[src/rtl/aoi22_fault_coverage_collector_pkg.sv]
// Shared constants, FSM state encoding and helpers for the AOI22 fault coverage collector.
package aoi22_fault_coverage_collector_pkg;

    localparam int NUM_NETS    = 8;
    localparam int NUM_FAULTS  = 16;
    localparam int PAT_W       = 4;
    localparam int FAULT_IDX_W = 4;
    localparam int COUNT_W     = 5;

    typedef logic [2:0] state_t;

    localparam state_t ST_IDLE        = 3'd0;
    localparam state_t ST_APPLY       = 3'd1;
    localparam state_t ST_SETTLE_WAIT = 3'd2;
    localparam state_t ST_CAPTURE     = 3'd3;
    localparam state_t ST_FINISH      = 3'd4;

    function automatic logic [COUNT_W-1:0] popcount16(input logic [NUM_FAULTS-1:0] v);
        logic [COUNT_W-1:0] c;
        c = 5'd0;
        for (int i = 0; i < NUM_FAULTS; i++) begin
            c = c + {4'd0, v[i]};
        end
        return c;
    endfunction

endpackage

[src/rtl/aoi22_fault_coverage_collector_if.sv]
// Pattern/detect/query bundle between the collector and the external fault simulator.
interface aoi22_fault_coverage_collector_if;
    import aoi22_fault_coverage_collector_pkg::*;

    logic                   start;
    logic [NUM_NETS-1:0]    detect_sa0;
    logic [NUM_NETS-1:0]    detect_sa1;
    logic [FAULT_IDX_W-1:0] query_idx;
    logic                   pat_a;
    logic                   pat_b;
    logic                   pat_c;
    logic                   pat_d;
    logic                   busy;
    logic                   done;
    logic [NUM_NETS-1:0]    covered_sa0;
    logic [NUM_NETS-1:0]    covered_sa1;
    logic [COUNT_W-1:0]     cov_count;
    logic [NUM_FAULTS-1:0]  pat_useful;
    logic [PAT_W-1:0]       first_pat;
    logic                   first_valid;

    modport master (
        output start, detect_sa0, detect_sa1, query_idx,
        input  pat_a, pat_b, pat_c, pat_d, busy, done, covered_sa0, covered_sa1,
               cov_count, pat_useful, first_pat, first_valid
    );

    modport slave (
        input  start, detect_sa0, detect_sa1, query_idx,
        output pat_a, pat_b, pat_c, pat_d, busy, done, covered_sa0, covered_sa1,
               cov_count, pat_useful, first_pat, first_valid
    );

endinterface

[src/rtl/aoi22_fault_coverage_collector_fault_first_detect_table.sv]
// Per-fault record of the first pattern that detected it; entries are write-once until cleared.
module fault_first_detect_table
    import aoi22_fault_coverage_collector_pkg::*;
(
    input  logic                   clk,
    input  logic                   rst,
    input  logic                   clr,
    input  logic                   wr_en,
    input  logic [NUM_FAULTS-1:0]  new_mask,
    input  logic [PAT_W-1:0]       pattern,
    input  logic [FAULT_IDX_W-1:0] query_idx,
    output logic [PAT_W-1:0]       first_pat,
    output logic                   first_valid
);

    logic [PAT_W-1:0]      entry_r [NUM_FAULTS];
    logic [NUM_FAULTS-1:0] valid_r;

    // Record the current pattern for faults seen for the first time.
    always_ff @(posedge clk) begin
        if (rst || clr) begin
            valid_r <= {NUM_FAULTS{1'b0}};
            for (int i = 0; i < NUM_FAULTS; i++) begin
                entry_r[i] <= {PAT_W{1'b0}};
            end
        end else if (wr_en) begin
            for (int i = 0; i < NUM_FAULTS; i++) begin
                if (new_mask[i] && !valid_r[i]) begin
                    entry_r[i] <= pattern;
                    valid_r[i] <= 1'b1;
                end
            end
        end
    end

    // Combinational lookup; an unrecorded fault reads back as pattern 0.
    always_comb begin
        first_valid = valid_r[query_idx];
        if (valid_r[query_idx]) begin
            first_pat = entry_r[query_idx];
        end else begin
            first_pat = {PAT_W{1'b0}};
        end
    end

endmodule

[src/rtl/aoi22_fault_coverage_collector.sv]
// Sweeps test patterns into an external AOI22 fault simulator and accumulates sticky coverage.
module aoi22_fault_coverage_collector
    import aoi22_fault_coverage_collector_pkg::*;
#(
    parameter int PAT_LAST = 15,
    parameter int SETTLE   = 1
)
(
    input  logic                            clk,
    input  logic                            rst,
    aoi22_fault_coverage_collector_if.slave bus
);

    localparam logic [PAT_W-1:0] PAT_LAST_V  = PAT_W'(PAT_LAST);
    localparam logic [1:0]       SETTLE_LAST = 2'(SETTLE - 1);

    state_t                state_r;
    logic [PAT_W-1:0]      pattern_r;
    logic [1:0]            settle_cnt_r;
    logic [NUM_NETS-1:0]   covered_sa0_r;
    logic [NUM_NETS-1:0]   covered_sa1_r;
    logic [COUNT_W-1:0]    cov_count_r;
    logic [NUM_FAULTS-1:0] pat_useful_r;
    logic                  busy_r;
    logic                  done_r;

    logic                  launch_s;
    logic                  capture_s;
    logic [NUM_NETS-1:0]   new_sa0_s;
    logic [NUM_NETS-1:0]   new_sa1_s;
    logic [NUM_FAULTS-1:0] merged_s;

    // New-fault detection against the sticky masks, and START qualification.
    always_comb begin
        launch_s  = bus.start && ((state_r == ST_IDLE) || (state_r == ST_FINISH));
        capture_s = (state_r == ST_CAPTURE);
        new_sa0_s = bus.detect_sa0 & ~covered_sa0_r;
        new_sa1_s = bus.detect_sa1 & ~covered_sa1_r;
        merged_s  = {covered_sa1_r | bus.detect_sa1, covered_sa0_r | bus.detect_sa0};
    end

    // Sweep sequencer and coverage accumulation.
    always_ff @(posedge clk) begin
        if (rst) begin
            state_r       <= ST_IDLE;
            pattern_r     <= {PAT_W{1'b0}};
            settle_cnt_r  <= 2'd0;
            covered_sa0_r <= {NUM_NETS{1'b0}};
            covered_sa1_r <= {NUM_NETS{1'b0}};
            cov_count_r   <= {COUNT_W{1'b0}};
            pat_useful_r  <= {NUM_FAULTS{1'b0}};
            busy_r        <= 1'b0;
            done_r        <= 1'b0;
        end else begin
            case (state_r)
                ST_IDLE, ST_FINISH: begin
                    if (bus.start) begin
                        state_r       <= ST_APPLY;
                        pattern_r     <= {PAT_W{1'b0}};
                        covered_sa0_r <= {NUM_NETS{1'b0}};
                        covered_sa1_r <= {NUM_NETS{1'b0}};
                        cov_count_r   <= {COUNT_W{1'b0}};
                        pat_useful_r  <= {NUM_FAULTS{1'b0}};
                        busy_r        <= 1'b1;
                        done_r        <= 1'b0;
                    end
                end
                ST_APPLY: begin
                    settle_cnt_r <= 2'd1;
                    state_r      <= (SETTLE_LAST == 2'd0) ? ST_CAPTURE : ST_SETTLE_WAIT;
                end
                ST_SETTLE_WAIT: begin
                    if (settle_cnt_r >= SETTLE_LAST) begin
                        state_r <= ST_CAPTURE;
                    end else begin
                        settle_cnt_r <= settle_cnt_r + 2'd1;
                    end
                end
                ST_CAPTURE: begin
                    covered_sa0_r <= merged_s[NUM_NETS-1:0];
                    covered_sa1_r <= merged_s[NUM_FAULTS-1:NUM_NETS];
                    cov_count_r   <= popcount16(merged_s);
                    if ((new_sa0_s != 8'h00) || (new_sa1_s != 8'h00)) begin
                        pat_useful_r[pattern_r] <= 1'b1;
                    end
                    // Stop on the last pattern rather than wrapping back to 0.
                    if (pattern_r < PAT_LAST_V) begin
                        pattern_r <= pattern_r + 4'd1;
                        state_r   <= ST_APPLY;
                    end else begin
                        state_r <= ST_FINISH;
                        busy_r  <= 1'b0;
                        done_r  <= 1'b1;
                    end
                end
                default: begin
                    state_r <= ST_IDLE;
                    busy_r  <= 1'b0;
                    done_r  <= 1'b0;
                end
            endcase
        end
    end

    fault_first_detect_table u_table (
        .clk         (clk),
        .rst         (rst),
        .clr         (launch_s),
        .wr_en       (capture_s),
        .new_mask    ({new_sa1_s, new_sa0_s}),
        .pattern     (pattern_r),
        .query_idx   (bus.query_idx),
        .first_pat   (bus.first_pat),
        .first_valid (bus.first_valid)
    );

    assign bus.pat_a       = pattern_r[3];
    assign bus.pat_b       = pattern_r[2];
    assign bus.pat_c       = pattern_r[1];
    assign bus.pat_d       = pattern_r[0];
    assign bus.busy        = busy_r;
    assign bus.done        = done_r;
    assign bus.covered_sa0 = covered_sa0_r;
    assign bus.covered_sa1 = covered_sa1_r;
    assign bus.cov_count   = cov_count_r;
    assign bus.pat_useful  = pat_useful_r;

endmodule

[src/flat_wrapper.sv]
// flat-port wrapper written by rule: the top's interface ports become plain ports
module aoi22_fault_coverage_collector_flat import aoi22_fault_coverage_collector_pkg::*;
#(
    parameter int PAT_LAST = 15,
    parameter int SETTLE   = 1
)
  (clk, rst, bus_start, bus_detect_sa0, bus_detect_sa1, bus_query_idx, bus_pat_a, bus_pat_b, bus_pat_c, bus_pat_d, bus_busy, bus_done, bus_covered_sa0, bus_covered_sa1, bus_cov_count, bus_pat_useful, bus_first_pat, bus_first_valid);
  aoi22_fault_coverage_collector_if bus_i ();
  input  logic clk;
  input  logic rst;
  input wire logic [$bits(bus_i.start)-1:0] bus_start;
  input wire logic [$bits(bus_i.detect_sa0)-1:0] bus_detect_sa0;
  input wire logic [$bits(bus_i.detect_sa1)-1:0] bus_detect_sa1;
  input wire logic [$bits(bus_i.query_idx)-1:0] bus_query_idx;
  output wire logic [$bits(bus_i.pat_a)-1:0] bus_pat_a;
  output wire logic [$bits(bus_i.pat_b)-1:0] bus_pat_b;
  output wire logic [$bits(bus_i.pat_c)-1:0] bus_pat_c;
  output wire logic [$bits(bus_i.pat_d)-1:0] bus_pat_d;
  output wire logic [$bits(bus_i.busy)-1:0] bus_busy;
  output wire logic [$bits(bus_i.done)-1:0] bus_done;
  output wire logic [$bits(bus_i.covered_sa0)-1:0] bus_covered_sa0;
  output wire logic [$bits(bus_i.covered_sa1)-1:0] bus_covered_sa1;
  output wire logic [$bits(bus_i.cov_count)-1:0] bus_cov_count;
  output wire logic [$bits(bus_i.pat_useful)-1:0] bus_pat_useful;
  output wire logic [$bits(bus_i.first_pat)-1:0] bus_first_pat;
  output wire logic [$bits(bus_i.first_valid)-1:0] bus_first_valid;
  assign bus_i.start = bus_start;
  assign bus_i.detect_sa0 = bus_detect_sa0;
  assign bus_i.detect_sa1 = bus_detect_sa1;
  assign bus_i.query_idx = bus_query_idx;
  assign bus_pat_a = bus_i.pat_a;
  assign bus_pat_b = bus_i.pat_b;
  assign bus_pat_c = bus_i.pat_c;
  assign bus_pat_d = bus_i.pat_d;
  assign bus_busy = bus_i.busy;
  assign bus_done = bus_i.done;
  assign bus_covered_sa0 = bus_i.covered_sa0;
  assign bus_covered_sa1 = bus_i.covered_sa1;
  assign bus_cov_count = bus_i.cov_count;
  assign bus_pat_useful = bus_i.pat_useful;
  assign bus_first_pat = bus_i.first_pat;
  assign bus_first_valid = bus_i.first_valid;
  aoi22_fault_coverage_collector #(.PAT_LAST(PAT_LAST), .SETTLE(SETTLE)) u_core (.clk(clk), .rst(rst), .bus(bus_i));
endmodule
[config.mk]
export PLATFORM = sky130hd
export DESIGN_NAME = aoi22_fault_coverage_collector_flat
export DESIGN_NICKNAME = d
export VERILOG_FILES = /design/src/rtl/aoi22_fault_coverage_collector_pkg.sv /design/src/rtl/aoi22_fault_coverage_collector_if.sv /design/src/rtl/aoi22_fault_coverage_collector_fault_first_detect_table.sv /design/src/rtl/aoi22_fault_coverage_collector.sv /design/src/flat_wrapper.sv
export SDC_FILE = /design/constraint.sdc
export NUM_CORES = 1
export LEC_CHECK = 0
export ABC_AREA = 0
export CAP_MARGIN = 20
export CORE_UTILIZATION = 46
export DETAILED_ROUTE_END_ITERATION = 6
export PLACE_DENSITY = 0.8
export SYNTH_ARGS = -nofsm -noshare
export SYNTH_HDL_FRONTEND = slang
export SYNTH_SLANG_ARGS = --single-unit
[constraint.sdc]
create_clock -name clk -period 14.9 [get_ports clk]
set_clock_uncertainty 0.1 [all_clocks]
set_input_delay 2.235 -clock clk [delete_from_list [all_inputs] [get_ports clk]]
set_output_delay 2.235 -clock clk [all_outputs]
set_load 0.01 [all_outputs]
* Yosys cells after proc, flatten, opt, wreduce, memory -nomap -nowiden
Memory sizes are Yosys's and may differ from the RTL's.
Cells that the tools add are included.
** Operators by class
- Add/subtract/negate cells :: 17
- Bitwise gates (word level) :: 24
- Reductions and logical operators :: 66
- Equality and inequality tests :: 10
- Mux-type cells :: 110
- $lt $le $gt $ge :: 5
** Operators with widths (number)
- $mux 4 :: 19
- $mux 1 :: 72
- $add 5x1->5 :: 14
- $reduce_and 2->1 :: 19
- $mux 16 :: 2
- $pmux 16 s2 :: 1
- $pmux 8 s2 :: 2
- $logic_and 1x1->1 :: 18
- $and 8x8->8 :: 2
- $logic_not 1->1 :: 16
- $not 8->8 :: 2
- $or 1x1->1 :: 16
- $or 16x16->16 :: 1
- $or 8x8->8 :: 2
- $reduce_bool 8->1 :: 2
- $pmux 3 s4 :: 1
- $lt 4x5->1 const B :: 2
- $ne 2x2->1 const B :: 5
- $pmux 5 s2 :: 1
- $mux 3 :: 3
- $reduce_and 3->1 :: 3
- $mux 8 :: 1
- $pmux 4 s2 :: 1
- $eq 3x2->1 const B :: 2
- 20 further kinds :: 25
** Word-level totals
- Logic and storage cells :: 258
- Bits of input ports :: 23
- Register bits after elaboration :: 64
- Memories :: 1
- Output and inout bits :: 48
- Memory bits (writable) :: 64
** Memories
- u_core.u_table.entry_r :: words 16, width 4, read ports 1, clocked after Yosys merged registers in 0, wr ports 16, RTL line aoi22_fault_coverage_collector_fault_first_detect_table.sv:16 : logic [PAT_W-1:0] entry_r [NUM_FAULTS];

* Depth between registers and ports, before layout
- Word-level depth :: 17
- Depth in mapped cells :: 16
- Gate-level depth less buffers :: 16

* Cells and area by module
From an unflattened synthesis, not the netlist that was laid out.
** Unflattened totals
- Cell total of the unflattened synthesis :: 519
- Area total of the unflattened synthesis :: 5884.4 um2
** By module, submodules not included
- fault_first_detect_table :: area each 3455.8 um2, seq. area each 2242.2 um2, times used 1, cells each 254
- aoi22_fault_coverage_collector :: area each 2428.6 um2, seq. area each 920.9 um2, times used 1, cells each 265

* Worst setup path before layout
No wires, ideal clock.
- Kind :: input to register
- Start :: in bus_detect_sa0[0]
- End :: reg u_core.cov_count_r[1] (netlist: u_core.bus.cov_count[1])
- Library setup time :: 0.128 ns
- Data arrival time :: 6.066 ns
- Stages on the path :: 14
- Slack :: 8.606 ns
- Buffers on the path :: 0
- Cell sequence :: or2_2 ha_1 inv_1 fa_1 inv_1 fa_1 fa_1 inv_1 fa_1 fa_1 inv_1 fa_1 a22oi_1 nor2_1
** Between the ends
- Longest elaborated chain between the ends :: 17
** Ends and longest elaborated chain
- start, declared :: RTL line flat_wrapper.sv:12 : input wire logic [$bits(bus_i.detect_sa0)-1:0] bus_detect_sa0;
- $or 8x8->8 :: RTL line aoi22_fault_coverage_collector.sv:39 : merged_s = {covered_sa1_r | bus.detect_sa1, covered_sa0_r | bus.detect_sa0};
- $add 1x1->2 :: RTL line aoi22_fault_coverage_collector_pkg.sv:22 : c = c + {4'd0, v[i]};
- $add 5x1->5 (14 in series) :: RTL line aoi22_fault_coverage_collector_pkg.sv:22
- $pmux 5 s2 :: RTL line aoi22_fault_coverage_collector.sv:55 : case (state_r)
- end signal, assigned :: RTL line aoi22_fault_coverage_collector.sv:50 : cov_count_r <= {COUNT_W{1'b0}};
- end signal, assigned :: RTL line aoi22_fault_coverage_collector.sv:62 : cov_count_r <= {COUNT_W{1'b0}};
- end signal, assigned :: RTL line aoi22_fault_coverage_collector.sv:82 : cov_count_r <= popcount16(merged_s);
- end, declared :: RTL line aoi22_fault_coverage_collector.sv:22 : logic [COUNT_W-1:0] cov_count_r;
Every way passes these cells.
A chain may end at the register's enable or synchronous reset.

* Final worst setup path
- Start :: in bus_query_idx[1]
- End :: out bus_first_pat[0]
** Between the ends
- Longest elaborated chain between the ends :: 3
- Elaborated cells on any way between the ends :: 4
- Those cells by class :: mux (3); memory (1)
** Ends and longest elaborated chain
- start, declared :: RTL line flat_wrapper.sv:14 : input wire logic [$bits(bus_i.query_idx)-1:0] bus_query_idx;
- $bmux 1 s4 :: RTL line aoi22_fault_coverage_collector_fault_first_detect_table.sv:39 : if (valid_r[query_idx]) begin
- $mux 1 (not written as such) :: RTL line aoi22_fault_coverage_collector_fault_first_detect_table.sv:39
- $mux 4 (*) :: RTL line aoi22_fault_coverage_collector_fault_first_detect_table.sv:39
- end, declared :: RTL line flat_wrapper.sv:25 : output wire logic [$bits(bus_i.first_pat)-1:0] bus_first_pat;
Every way passes the cells marked *; elsewhere a longest branch is shown, timed or not. The select of a mux whose other input is x is not followed.

==> run metrics <==
via count 4167; arrival time at the worst endpoint around 4700 ps; total grt overflow 0; # hold bufs at CTS 0; Post-Syn Area per Cell approximately 11 um2; die area 13030 um2; chip width approximately 110 um; final setup vio count 0; cell count after synthesis approximately 520; Post-layout nets approximately 620; Max Transition Viols Final 0; clk buf depth 2; status finished clean; leakage ~2.7 nW; H-tree depth 4; Critical Path Source Type input port; Hold Vio Cnt, Final 0; worst r2r src u_core.bus.covered_sa0[0]$_SDFFE_PP0P_; worst hold margin 356.0 ps; initial antenna violation count 0; hold path endpoint u_core.bus.pat_useful[2]$_SDFFE_PP0P_; Synth-to-Final Area Change 24.52%; CP endpoint kind primary output; HP Class flip-flop to flip-flop; CP max FO 11; reg2reg end u_core.bus.cov_count[1]$_SDFFE_PP0P_; DRC violations left 0; Starting Density 0.4758; synth top area cells edfxtp_1 (33%), dfxtp_1 (21%), mux4_2 (6.6%); top-area cell type share of the netlist area 0.3321; min Tclk post-route between 7000 and 8000 ps; Tot GR Track Use 0.2195; worst setup path category input port to primary output; Root Driver clkbuf_16; RSZ-0062 raised after global routing false; max_cap viols 0; initial DRC count ~330; Worst Hold Path Cells 2; actual slew at the worst max-slew pin roughly 900 ps; Fmax achieved 0.1419 GHz; Fin Setup TNS 0 ps; asr flop ratio synth 0; post-synthesis cell type count 52; Avg Vias per Cell approximately 5.5; CTS tree built; relative slew slack 0.4041; clock slew at reported path FFs around 50 ps; Post-DP HPWL between 9000 and 10000 um; FP Rows 40; drt total wl around 13000 um; Pwr Density 136.6 nW/um2; EDFF count, synth 64; Die H 114.2 um; ant diodes 0; worst endpoint required time 12570 ps; post-CTS setup buffers 0; CTS Buf Count 17; post-cts sizing count 0; vias in the first global route between 4000 and 5000; global-route wire length before repair roughly 21000 um; share of post-route cells with drive strength above 1 0.1061; IR drop worst, VDD around 0.073 mV; Final period util 0.4731; input/output buffers 70; final RePlAce weighted congestion between 0.8 and 0.9; Routed WL per cell 17.42 um; Detailed Routing Iterations Pass 1 4; Ys Warns 0; Core Area between 10000 and 15000 um2; Clock Latency Late Sink just over 400 ps; design area 7206 um2; Synth Register Bits ~130; # fillers approximately 950; syn nets ~570; Min-Delay Startpoint u_core.bus.pat_useful[2]$_SDFFE_PP0P_; sequential area share after synthesis 0.5466; post-route ant nets 0; R2R Setup Slk about 10000 ps; most frequently used flop master after synthesis edfxtp_1; cell taking the most area after synthesis edfxtp_1; reg2reg path depth 14; DP Area approximately 6500 um2; largest net degree at the start of global routing between 40 and 50; TritonCTS Sinks approximately 130; mapped cell area about 5800 um2; # IOs between 70 and 80
## registers in the layout (all words and copies together) (netlist names)
register                count
u_core.bus.busy             1
u_core.bus.cov_count        5
u_core.bus.covered_sa0      8
u_core.bus.covered_sa1      8
u_core.bus.done             1
u_core.bus.pat_useful      16
u_core.pattern_r            4
u_core.state_r              3
u_core.u_table.entry_r     64
u_core.u_table.valid_r     16
## cell type report
type / instances / area, um2 / share of cell area
Clock inverter: 14 / 215.2 / 0.02987
Tap cell: 168 / 210.2 / 0.02917
Multi-Input combinational cell: 326 / 2318 / 0.3218
Clock buffer: 18 / 429.2 / 0.05956
Inverter: 37 / 138.9 / 0.01927
Timing Repair Buffer: 73 / 730.7 / 0.1014
Sequential cell: 126 / 3163 / 0.4390
## layout by cell type (no fill, tap or decap), drive strengths merged, types with 2 or more instances in the layout
cell	n
nand2	63
clkbuf	18
nand2b	15
a21oi	36
clkinv	4
edfxtp	64
clkdlybuf4s50	70
clkinvlp	3
or2	4
inv	39
o21ai	7
o2111ai	4
nand3	4
xor2	3
nor3	3
or3	10
nor2b	7
nand3b	2
mux4	20
o31ai	7
o21a	8
a31oi	4
dfxtp	62
a21o	2
a22o	11
fa	10
buf	3
ha	9
nor2	75
a22oi	7
bufinv	5
## critical path, stage by stage
cell	delay [ps]
clkdlybuf4s50_1	760
mux4_1	620
mux2_4	280
o21ai_2	240
a31oi_1	90
clkdlybuf4s50_1	490
## cells in the mapped netlist, drive strengths merged, types with 7 or more instances
cell type   n
a21oi      36
a22o       11
a22oi       7
buf        21
clkbuf     13
dfxtp      62
edfxtp     64
fa         10
ha          9
inv        37
mux4       20
nand2      63
nand2b     15
nor2       75
nor2b       7
o21a        8
o21ai       7
o31ai       7
or3        10
## worst max-delay path by stage
stage / start / endpoint / slack, ps
detailed placement: bus_query_idx[0] / bus_first_pat[0] / 7490
global route: bus_query_idx[1] / bus_first_pat[0] / 7720
floorplan: bus_detect_sa0[0] / u_core.bus.cov_count[1]$_SDFFE_PP0P_ / 8610
finish: bus_query_idx[1] / bus_first_pat[0] / 7850
global placement: bus_query_idx[0] / bus_first_pat[1] / 7580
CTS: bus_query_idx[0] / bus_first_pat[0] / 7480
## per-layer routing
metal | routed length, um | vias to the layer above | global-route usage
li1 | - | 1945 | -
met1 | 5647 | 2019 | 0.2852
met2 | 6391 | 177 | 0.3479
met3 | 880 | 26 | 0.05188
met4 | 351 | 0 | 0.1048
met5 | 0 | - | 0
## logic make-up after synthesis
| kind of cell | after synthesis | synth area share |
|---|---|---|
| fa+ha+maj | 19 | 0.05405 |
| mux | 22 | 0.08411 |
| simple gates | 191 | 0.1535 |
| buf+inv | 71 | 0.05340 |
| compound gates | 90 | 0.1023 |
| flops | 126 | 0.5466 |
| xor+xnor | 4 | 0.006055 |
## per-stage QoR
step	utilization	setup WS (ps)	total power, mW	std cells
finish	0.5925	7851	0.9843	762
detailed placement	0.5383	7491	0.5398	729
CTS	0.5913	7480	0.9862	761
floorplan	-	8606	0.4963	523
global placement	0.5383	7584	0.5335	729
global route	0.5925	7716	1.024	762
## power by group
group | switching (mW) | internal (mW)
combinational | 0.0767 | 0.0608
clock | 0.153 | 0.297
sequential | 0.0120 | 0.385
No activity file was read; power rests on OpenSTA's default activity.
